<file path="config.mk">
export PLATFORM = sky130hd
export DESIGN_NAME = cuckoo_lookup
export DESIGN_NICKNAME = d
export VERILOG_FILES = /design/src/rtl/cuckoo_lookup.sv
export SDC_FILE = /design/constraint.sdc
export NUM_CORES = 1
export LEC_CHECK = 0
export CORE_AREA = 3 3 102 104
export DETAILED_ROUTE_END_ITERATION = 6
export DIE_AREA = 0 0 105 107
export PLACE_DENSITY = 0.72
export REMOVE_ABC_BUFFERS = 1
export SKIP_LAST_GASP = 1
export SLEW_MARGIN = 10
export SYNTH_ARGS = -nofsm -noshare
export SYNTH_HDL_FRONTEND = slang
export SYNTH_SLANG_ARGS = --single-unit
</file>
<file path="constraint.sdc">
create_clock -name clk -period 5.87 [get_ports clk]
set_input_delay 0.587 -clock clk [delete_from_list [all_inputs] [get_ports clk]]
set_output_delay 0.587 -clock clk [all_outputs]
set_load 0.03 [all_outputs]
</file>
<file path="src/rtl/cuckoo_lookup.sv">
`default_nettype none
//----------------------------------------------------------------------------
// cuckoo_lookup
// Lookup/delete engine for the two-table cuckoo store: probes table1, table2,
// then scans the stash in order, and clears the hit entry on a delete.
// Revision: 1.0
//----------------------------------------------------------------------------
module cuckoo_lookup #(
   parameter int DATA_W      = 32,
   parameter int IDX_W       = 5,
   parameter int STASH_DEPTH = 40,
   parameter int STASH_AW    = 6
) (
   input  logic                clk,
   input  logic                reset,
   input  logic                req_valid,
   output logic                req_ready,
   input  logic                req_op,
   input  logic [DATA_W-1:0]   req_key,
   input  logic [IDX_W-1:0]    req_index1,
   input  logic [IDX_W-1:0]    req_index2,
   output logic                rd_en,
   output logic                rd_sel,
   output logic [IDX_W-1:0]    rd_addr,
   input  logic [DATA_W-1:0]   rd_data,
   input  logic                rd_filled,
   output logic                stash_en,
   output logic [STASH_AW-1:0] stash_addr,
   input  logic [DATA_W-1:0]   stash_val,
   input  logic                stash_valid,
   output logic                clr_en,
   output logic                clr_sel,
   output logic [IDX_W-1:0]    clr_addr,
   output logic                stash_clr,
   output logic                resp_valid,
   input  logic                resp_ready,
   output logic                resp_hit,
   output logic [1:0]          resp_where,
   output logic [STASH_AW-1:0] resp_loc
);

   localparam logic [STASH_AW-1:0] c_LAST        = STASH_AW'(STASH_DEPTH - 1);
   localparam logic [1:0]          c_WHERE_NONE  = 2'd0;
   localparam logic [1:0]          c_WHERE_T1    = 2'd1;
   localparam logic [1:0]          c_WHERE_T2    = 2'd2;
   localparam logic [1:0]          c_WHERE_STASH = 2'd3;

   typedef enum logic [2:0] {
      S_IDLE = 3'd0,
      S_T1   = 3'd1,
      S_T1C  = 3'd2,
      S_T2   = 3'd3,
      S_T2C  = 3'd4,
      S_SI   = 3'd5,
      S_SC   = 3'd6,
      S_RESP = 3'd7
   } state_t;

   state_t              state_q, state_d;
   logic                op_q, op_d;
   logic [DATA_W-1:0]   key_q, key_d;
   logic [IDX_W-1:0]    idx1_q, idx1_d;
   logic [IDX_W-1:0]    idx2_q, idx2_d;
   logic [STASH_AW-1:0] j_q, j_d;
   logic                hit_q, hit_d;
   logic [1:0]          where_q, where_d;
   logic [STASH_AW-1:0] loc_q, loc_d;
   logic                first_q, first_d;

   logic                w_tbl_match;
   logic                w_stash_match;

   // An unfilled table slot never matches, whatever stale data it returns.
   assign w_tbl_match   = rd_filled && (rd_data == key_q);
   assign w_stash_match = stash_valid && (stash_val == key_q);

   always_ff @(posedge clk or posedge reset) begin
      if (reset) begin
         state_q <= S_IDLE;
         op_q    <= 1'b0;
         key_q   <= '0;
         idx1_q  <= '0;
         idx2_q  <= '0;
         j_q     <= '0;
         hit_q   <= 1'b0;
         where_q <= c_WHERE_NONE;
         loc_q   <= '0;
         first_q <= 1'b0;
      end else begin
         state_q <= state_d;
         op_q    <= op_d;
         key_q   <= key_d;
         idx1_q  <= idx1_d;
         idx2_q  <= idx2_d;
         j_q     <= j_d;
         hit_q   <= hit_d;
         where_q <= where_d;
         loc_q   <= loc_d;
         first_q <= first_d;
      end
   end

   always_comb begin
      state_d = state_q;
      op_d    = op_q;
      key_d   = key_q;
      idx1_d  = idx1_q;
      idx2_d  = idx2_q;
      j_d     = j_q;
      hit_d   = hit_q;
      where_d = where_q;
      loc_d   = loc_q;
      // first_q marks a delete hit during the first response cycle only.
      first_d = 1'b0;

      case (state_q)
         S_IDLE: begin
            if (req_valid && req_ready) begin
               op_d    = req_op;
               key_d   = req_key;
               idx1_d  = req_index1;
               idx2_d  = req_index2;
               j_d     = '0;
               hit_d   = 1'b0;
               where_d = c_WHERE_NONE;
               loc_d   = '0;
               state_d = S_T1;
            end
         end
         S_T1: state_d = S_T1C;
         S_T1C: begin
            if (w_tbl_match) begin
               hit_d   = 1'b1;
               where_d = c_WHERE_T1;
               loc_d   = STASH_AW'(idx1_q);
               first_d = op_q;
               state_d = S_RESP;
            end else begin
               state_d = S_T2;
            end
         end
         S_T2: state_d = S_T2C;
         S_T2C: begin
            if (w_tbl_match) begin
               hit_d   = 1'b1;
               where_d = c_WHERE_T2;
               loc_d   = STASH_AW'(idx2_q);
               first_d = op_q;
               state_d = S_RESP;
            end else begin
               j_d     = '0;
               state_d = S_SI;
            end
         end
         S_SI: state_d = S_SC;
         S_SC: begin
            // The stash is kept contiguous, so the first empty entry ends the scan.
            if (!stash_valid) begin
               state_d = S_RESP;
            end else if (w_stash_match) begin
               hit_d   = 1'b1;
               where_d = c_WHERE_STASH;
               loc_d   = j_q;
               first_d = op_q;
               state_d = S_RESP;
            end else if (j_q == c_LAST) begin
               state_d = S_RESP;
            end else begin
               j_d     = j_q + 1'b1;
               state_d = S_SI;
            end
         end
         S_RESP: begin
            if (resp_ready) begin
               hit_d   = 1'b0;
               where_d = c_WHERE_NONE;
               loc_d   = '0;
               j_d     = '0;
               state_d = S_IDLE;
            end
         end
         default: state_d = S_IDLE;
      endcase
   end

   assign resp_valid = (state_q == S_RESP);
   assign req_ready  = (state_q == S_IDLE) && !resp_valid;
   assign resp_hit   = hit_q;
   assign resp_where = where_q;
   assign resp_loc   = loc_q;

   assign rd_en      = (state_q == S_T1) || (state_q == S_T2);
   assign rd_sel     = (state_q == S_T2);
   assign rd_addr    = (state_q == S_T1) ? idx1_q :
                       (state_q == S_T2) ? idx2_q : '0;

   assign clr_en     = first_q && ((where_q == c_WHERE_T1) || (where_q == c_WHERE_T2));
   assign clr_sel    = clr_en && (where_q == c_WHERE_T2);
   assign clr_addr   = clr_en ? loc_q[IDX_W-1:0] : '0;
   assign stash_clr  = first_q && (where_q == c_WHERE_STASH);

   assign stash_en   = (state_q == S_SI);
   assign stash_addr = (stash_en || stash_clr) ? j_q : '0;

endmodule
`default_nettype wire

</file>
=== Yosys cells after proc, flatten, opt, wreduce, memory -nomap -nowiden ===
Cells that the tools add are included.

* Output and inout bits: 33
* Flip-flop bits (word level): 62
* Logic and storage cells: 96

* Equality and inequality tests: 23
* Muxes and demuxes: 41
* $add $sub $neg: 1
* Reduce and logical (&&, ||, !) cells: 21

{| class="wikitable"
|+ Operator list
! kind !! count
|-
| 2-to-1 mux 6 bit || 11
|-
| == test 32 bit || 2
|-
| case mux 6 bit (5 select lines) || 1
|-
| case mux 3 bit (8 select lines) || 1
|-
| case mux 6 bit (4 select lines) || 1
|-
| 2-to-1 mux 2 bit || 10
|-
| inequality test 2 bit (second input constant) || 8
|-
| 2-to-1 mux 5 bit || 3
|-
| AND reduction 7 bit || 2
|-
| == test 3 bit (second input constant) || 4
|-
| case mux 2 bit (5 select lines) || 1
|-
| 2-to-1 mux 3 bit || 3
|-
| 2-to-1 mux 1 bit || 8
|-
| nonzero test 4 bit || 2
|-
| logical AND 1 bit || 7
|-
| adder 6 x 1 -> 6 bit (second input constant) || 1
|-
| == test 3 x 2 -> 1 bit (second input constant) || 2
|-
| == test 6 bit (second input constant) || 1
|-
| AND reduction 6 bit || 1
|-
| nonzero test 5 bit || 1
|-
| == test 2 bit (second input constant) || 2
|-
| inequality test 2 x 1 -> 1 bit (second input constant) || 2
|-
| case mux 1 bit (4 select lines) || 1
|-
| AND reduction 2 bit || 2
|-
| other kinds (7) || 9
|}

=== Logic depth before layout (Yosys ltp) ===
* Depth in word-level cells: 6
* Mapped depth: 8
* Depth with buffers taken out: 7

=== Least setup slack after synthesis ===
Ideal clock, no wire load.

* Path kind: reg-to-output
* Start: register where_q[0], in the netlist resp_where[0]
* End: output port clr_addr[0]
* Path slack: 3.429 ns
* Stages on the path, launching flop included: 5
* Arrival: 1.854 ns
* Data required time: 5.283 ns
* Cells stage by stage: dfrtp_1 -> inv_1 -> ha_1 -> nor2b_1 -> and2_1

* Cells in the longest elaborated chain, start to end: 4

{| class="wikitable"
|+ Ends and longest elaborated chain
! item !! RTL line !! text
|-
| start: declaration || 66 || <nowiki>logic [1:0] where_q, where_d;</nowiki>
|-
| start signal: assignment || 86 || <nowiki>where_q <= c_WHERE_NONE;</nowiki>
|-
| start signal: assignment || 97 || <nowiki>where_q <= where_d;</nowiki>
|-
| == test 2 x 1 -> 1 bit or == test 2 bit (tied branches) || 197 || <nowiki>assign clr_en = first_q && ((where_q == c_WHERE_T1) || (where_q == c_WHERE_T2));</nowiki>
|-
| logical OR 1 bit * || 197 ||
|-
| logical AND 1 bit * || 197 ||
|-
| net clr_en || 31 || <nowiki>output logic clr_en,</nowiki>
|-
| 2-to-1 mux 5 bit * || 199 || <nowiki>assign clr_addr = clr_en ? loc_q[IDX_W-1:0] : '0;</nowiki>
|-
| end: declaration || 33 || <nowiki>output logic [IDX_W-1:0] clr_addr,</nowiki>
|}

The timed path passes the listed nets; every way through them passes the cells marked *.

=== Final worst setup path ===
* Start: register state_q[1]
* End: output port stash_addr[1]

* Cells in the longest elaborated chain, start to end: 3

{| class="wikitable"
|+ Ends and longest elaborated chain
! item !! RTL line !! text
|-
| start: declaration || 59 || <nowiki>state_t state_q, state_d;</nowiki>
|-
| start signal: assignment || 90 || <nowiki>state_q <= state_d;</nowiki>
|-
| == test 3 bit || 202 || <nowiki>assign stash_en = (state_q == S_SI);</nowiki>
|-
| logical OR 1 bit || 203 || <nowiki>assign stash_addr = (stash_en || stash_clr) ? j_q : '0;</nowiki>
|-
| 2-to-1 mux 6 bit || 203 ||
|-
| end: declaration || 28 || <nowiki>output logic [STASH_AW-1:0] stash_addr,</nowiki>
|}

Every way passes these cells.

==> results_dict.tcl <==
set metrics [dict create \
    routed_length_on_met1_um 4518 \
    synthSimpleGateAreaFrac_pct 17.27 \
    hpwl_um 8841 \
    drt-initial-drc-count 97 \
    power.internal_uw 1221 \
    final-seq-area_um2 1551 \
    design.final.nets 619 \
    timing_max_transition_violations_final 0 \
    grt_start_max_net_pins 63 \
    cts-buffers-inserted 9 \
    critPathArrivalTime_ps 2790 \
    vias_per_cell 5.147 \
    avgRoutedWirePerCell_um 17.25 \
    worst-path-max-fanout 24 \
    synth_enable_flop_cells 0 \
    h_tree_depth_reported_by_cts 3 \
    antenna_violation_net_count_after_detailed_routing 0 \
    cts_repair_resize_count 0 \
    postCtsSetupBuffers 0 \
    clock-sinks 62 \
    pin_count 146 \
    crit_path_top_delay_cell "sky130_fd_sc_hd__dfrtp_1" \
    top_routing_layer_in_use "met5" \
    worst-endpoint-required_ps 5280 \
    synth_area_um2 3775 \
    overflow 0 \
    grt_pass1_vias 3393 \
    netlist-cell-type-count 42 \
    critPathTopFamily "flip-flops" \
    numPortBuffers 145 \
    die_height_um 107 \
    grt.total_usage_pct 19.75 \
    critical_path_class "reg -> out" \
    dpl_ws_ps 2744 \
    initial_util_pct 39.16 \
    synthXorXnorAreaFrac_pct 14.85 \
    max-cap-violations 0 \
    worst_path_cell_chain "inv_2 -> and3_1 -> or2_1 -> and2_1 -> clkdlybuf4s50_1" \
    powerDensity_nw_per_um2 376.1 \
    hold_slack_ps 490.5 \
    drtPass1Iterations 4 \
    timing.clock.skew_ps 10.76 \
    ys.flop_type "sky130_fd_sc_hd__dfrtp_1" \
    lkg_pwr_uw 0.002321 \
    post_synth_inst_count 357 \
    total_of_fill_cells_in_the_finished_design 878 \
    n_antenna_cell 0 \
    clk_tree_root_cell "sky130_fd_sc_hd__clkbuf_8" \
    layout_cell_share_with_drive_strength_beyond_1_pct 6.496 \
    syn-mean-instance-area_um2 10.57 \
    die_w_um 105 \
    cts.hold.buffers_added 0 \
    drc_errors 0 \
    multi_input_logic_area_um2 2152 \
    grt_first_pass_wirelength_um 17310 \
    total_met3_wirelength_after_detailed_routing_um 877 \
    yosys-mux-area-fraction_pct 17.00 \
    combPwrFrac_pct 43.3 \
    cts_tree "built" \
    synth_top_family_by_area "simple AND/OR/NAND/NOR gates" \
    share_of_the_clock_period_used_by_the_worst_path_pct 57.51 \
    clk-insertion-delay-late_ps 350 \
    synthesis.yosys.warnings 0 \
    synthAdderAreaFrac_pct 0.9944 \
    timing.critical_path.slowest_cell_delay_ps 960 \
    fmax_mhz 296.2 \
    power.ir.vdd_worst_uv 161.8 \
    fp.dieArea_um2 11240 \
    coreArea_um2 9639 \
    setup_tns_ps 0 \
    std_cell_rows 36 \
    drt_wl_total_um 11060 \
    cts_buffer_depth 2 \
    vias 3299 \
    clock_power_share_pct 18.3 \
    endpoint_kind "output port" \
    gp_congestion 0.8719 \
    tightest_slew_ps 1093 \
    path_buf_inv 2 \
    report.final.hold_viol_count 0 \
    run_status "finished clean" \
    min_path_type "reg -> reg" \
    switchingPower_uw 868.9 \
    overall_power_of_the_completed_layout_uw 2090 \
    flow.area_growth_from_synthesis_pct 47.20 \
    seqPwrFrac_pct 38.3 \
    postLayoutSetupSlackWorst_ps 2494 \
    maxSlewHeadroom_pct 27.12 \
    cts.clk_slew.worst_paths_ps 70 \
    synth_compound_gate_area_share_pct 6.861 \
    grt_setup_unrepaired "no" \
    met2_wirelength_um 5426 \
    setup_violations 0 \
    post-route-min-period_ps 3376 \
    synth_async_sr_flop_share_pct 100.0 \
    flops_latches_synth 62 \
    crit_path_start_kind "flip-flop" \
    power.share.switching_pct 41.58 \
    synth_seq_area_share_pct 41.10 \
    grt_antenna_before_repair 1 \
]
## power by group through the flow
stage          clock (µW)  combinational [µW]  sequential [µW]
3_5_place_dp            0                 907              810
4_1_cts               389                 912              801
6_report              383                 905              801
5_1_grt               407                 987              830
3_3_place_gp            0                 891              799
2_1_floorplan           0                 623              754
## per-layer routing
layer  GRT usage, %  up-vias
met5              0        -
met4          7.591        2
met3          5.298       18
met2          33.91      140
met1          23.65     1551
li1               -     1588
## worst reg2reg max path: stages, from the launching register on
cell and delay, ps:
sky130_fd_sc_hd__dfrtp_1 430, sky130_fd_sc_hd__xor2_1 190, sky130_fd_sc_hd__nor4_1 360, sky130_fd_sc_hd__nand4_1 150, sky130_fd_sc_hd__or4b_4 640, sky130_fd_sc_hd__a21oi_2 220
sky130_fd_sc_hd__nand3_4 160, sky130_fd_sc_hd__a211o_1 330
## layout make-up
type	count	share of cell area (%)
multi-input cells	276	38.73
flip-flops and latches	62	27.92
repair buffers	146	26.26
well taps	133	2.995
clock buffers	9	2.229
clock inverters	7	1.329
inverters	8	0.5404
## registers in the layout, summed over array words and instances (netlist names)
name / count
op_q: 1
resp_loc: 6
resp_hit: 1
idx2_q: 5
state_q: 3
resp_where: 2
first_q: 1
j_q: 6
key_q: 32
idx1_q: 5
## through the flow
step	cell area [µm²]	instances	util [%]
final	5557	641	57.65
after global routing	5557	641	57.65
after CTS	5557	641	57.65
after detailed placement	5359	625	55.59
after global placement	5359	625	55.59
after floorplan	3732	346	-
## synth_stat cells, types with 2 or more instances
library cell	count	area [µm²]
sky130_fd_sc_hd__nor2_1	21	78.83
sky130_fd_sc_hd__nand2_1	9	33.78
sky130_fd_sc_hd__and2_1	16	100.1
sky130_fd_sc_hd__xnor2_1	2	17.52
sky130_fd_sc_hd__nor3_1	12	60.06
sky130_fd_sc_hd__xor2_1	62	543.0
sky130_fd_sc_hd__o21ai_1	7	35.03
sky130_fd_sc_hd__mux2_4	2	30.03
sky130_fd_sc_hd__nand2b_1	3	18.77
sky130_fd_sc_hd__dfrtp_1	62	1551
sky130_fd_sc_hd__ha_1	3	37.54
sky130_fd_sc_hd__nand4b_1	3	26.28
sky130_fd_sc_hd__mux2_1	43	484.2
sky130_fd_sc_hd__nor2b_1	3	18.77
sky130_fd_sc_hd__mux2i_1	6	60.06
sky130_fd_sc_hd__o21ai_0	6	30.03
sky130_fd_sc_hd__nor4_1	23	143.9
sky130_fd_sc_hd__a31oi_1	3	18.77
sky130_fd_sc_hd__nand4_1	9	56.30
sky130_fd_sc_hd__and3_1	3	18.77
sky130_fd_sc_hd__nand3_1	6	30.03
sky130_fd_sc_hd__a22oi_1	5	37.54
sky130_fd_sc_hd__o2bb2ai_1	6	52.55
sky130_fd_sc_hd__clkbuf_1	10	37.54
sky130_fd_sc_hd__a21oi_1	4	20.02
sky130_fd_sc_hd__inv_1	7	26.28
sky130_fd_sc_hd__mux2_2	6	67.56
## placed cells by master (no fill, tap or decap), types with 2 or more instances in the layout
master / n
sky130_fd_sc_hd__clkdlybuf4s50_1: 145
sky130_fd_sc_hd__xor2_1: 62
sky130_fd_sc_hd__dfrtp_1: 62
sky130_fd_sc_hd__mux2_1: 43
sky130_fd_sc_hd__nor4_1: 23
sky130_fd_sc_hd__nor2_1: 21
sky130_fd_sc_hd__and2_1: 15
sky130_fd_sc_hd__nor3_1: 12
sky130_fd_sc_hd__nand4_1: 9
sky130_fd_sc_hd__nand2_1: 9
sky130_fd_sc_hd__clkbuf_8: 9
sky130_fd_sc_hd__o21ai_1: 7
sky130_fd_sc_hd__nand3_1: 6
sky130_fd_sc_hd__inv_1: 6
sky130_fd_sc_hd__mux2_2: 6
sky130_fd_sc_hd__o21ai_0: 6
sky130_fd_sc_hd__mux2i_1: 6
sky130_fd_sc_hd__o2bb2ai_1: 6
sky130_fd_sc_hd__a22oi_1: 5
sky130_fd_sc_hd__a21oi_1: 4
sky130_fd_sc_hd__nor2b_1: 3
sky130_fd_sc_hd__nand2b_1: 3
sky130_fd_sc_hd__nand4b_1: 3
sky130_fd_sc_hd__and3_1: 3
sky130_fd_sc_hd__a31oi_1: 3
sky130_fd_sc_hd__ha_1: 3
sky130_fd_sc_hd__inv_2: 2
sky130_fd_sc_hd__xnor2_1: 2
sky130_fd_sc_hd__mux2_4: 2
sky130_fd_sc_hd__clkinv_4: 2
sky130_fd_sc_hd__clkinv_2: 2
## kinds of logic after synthesis
family	after synthesis
flops	62
mux	57
simple gates	114
fa+ha+maj	3
buf+inv	19
xor+xnor	64
compound gates	38
## path summary, 6_finish.rpt
check | start | to | slack, ps | depth (start not counted)
worst min register to register | op_q | op_q | 490 | 1
max in group asynchronous | reset | key_q[27] | 4540 | 3
min in group asynchronous | reset | key_q[30] | 770 | 3
worst max register to register | key_q[14] | resp_where[1] | 3290 | 7
worst min-delay path | op_q | op_q | 490 | 1
worst max-delay path | state_q[1] | stash_addr[1] | 2490 | 5
Note: power is estimated with default switching activity, not from simulation.
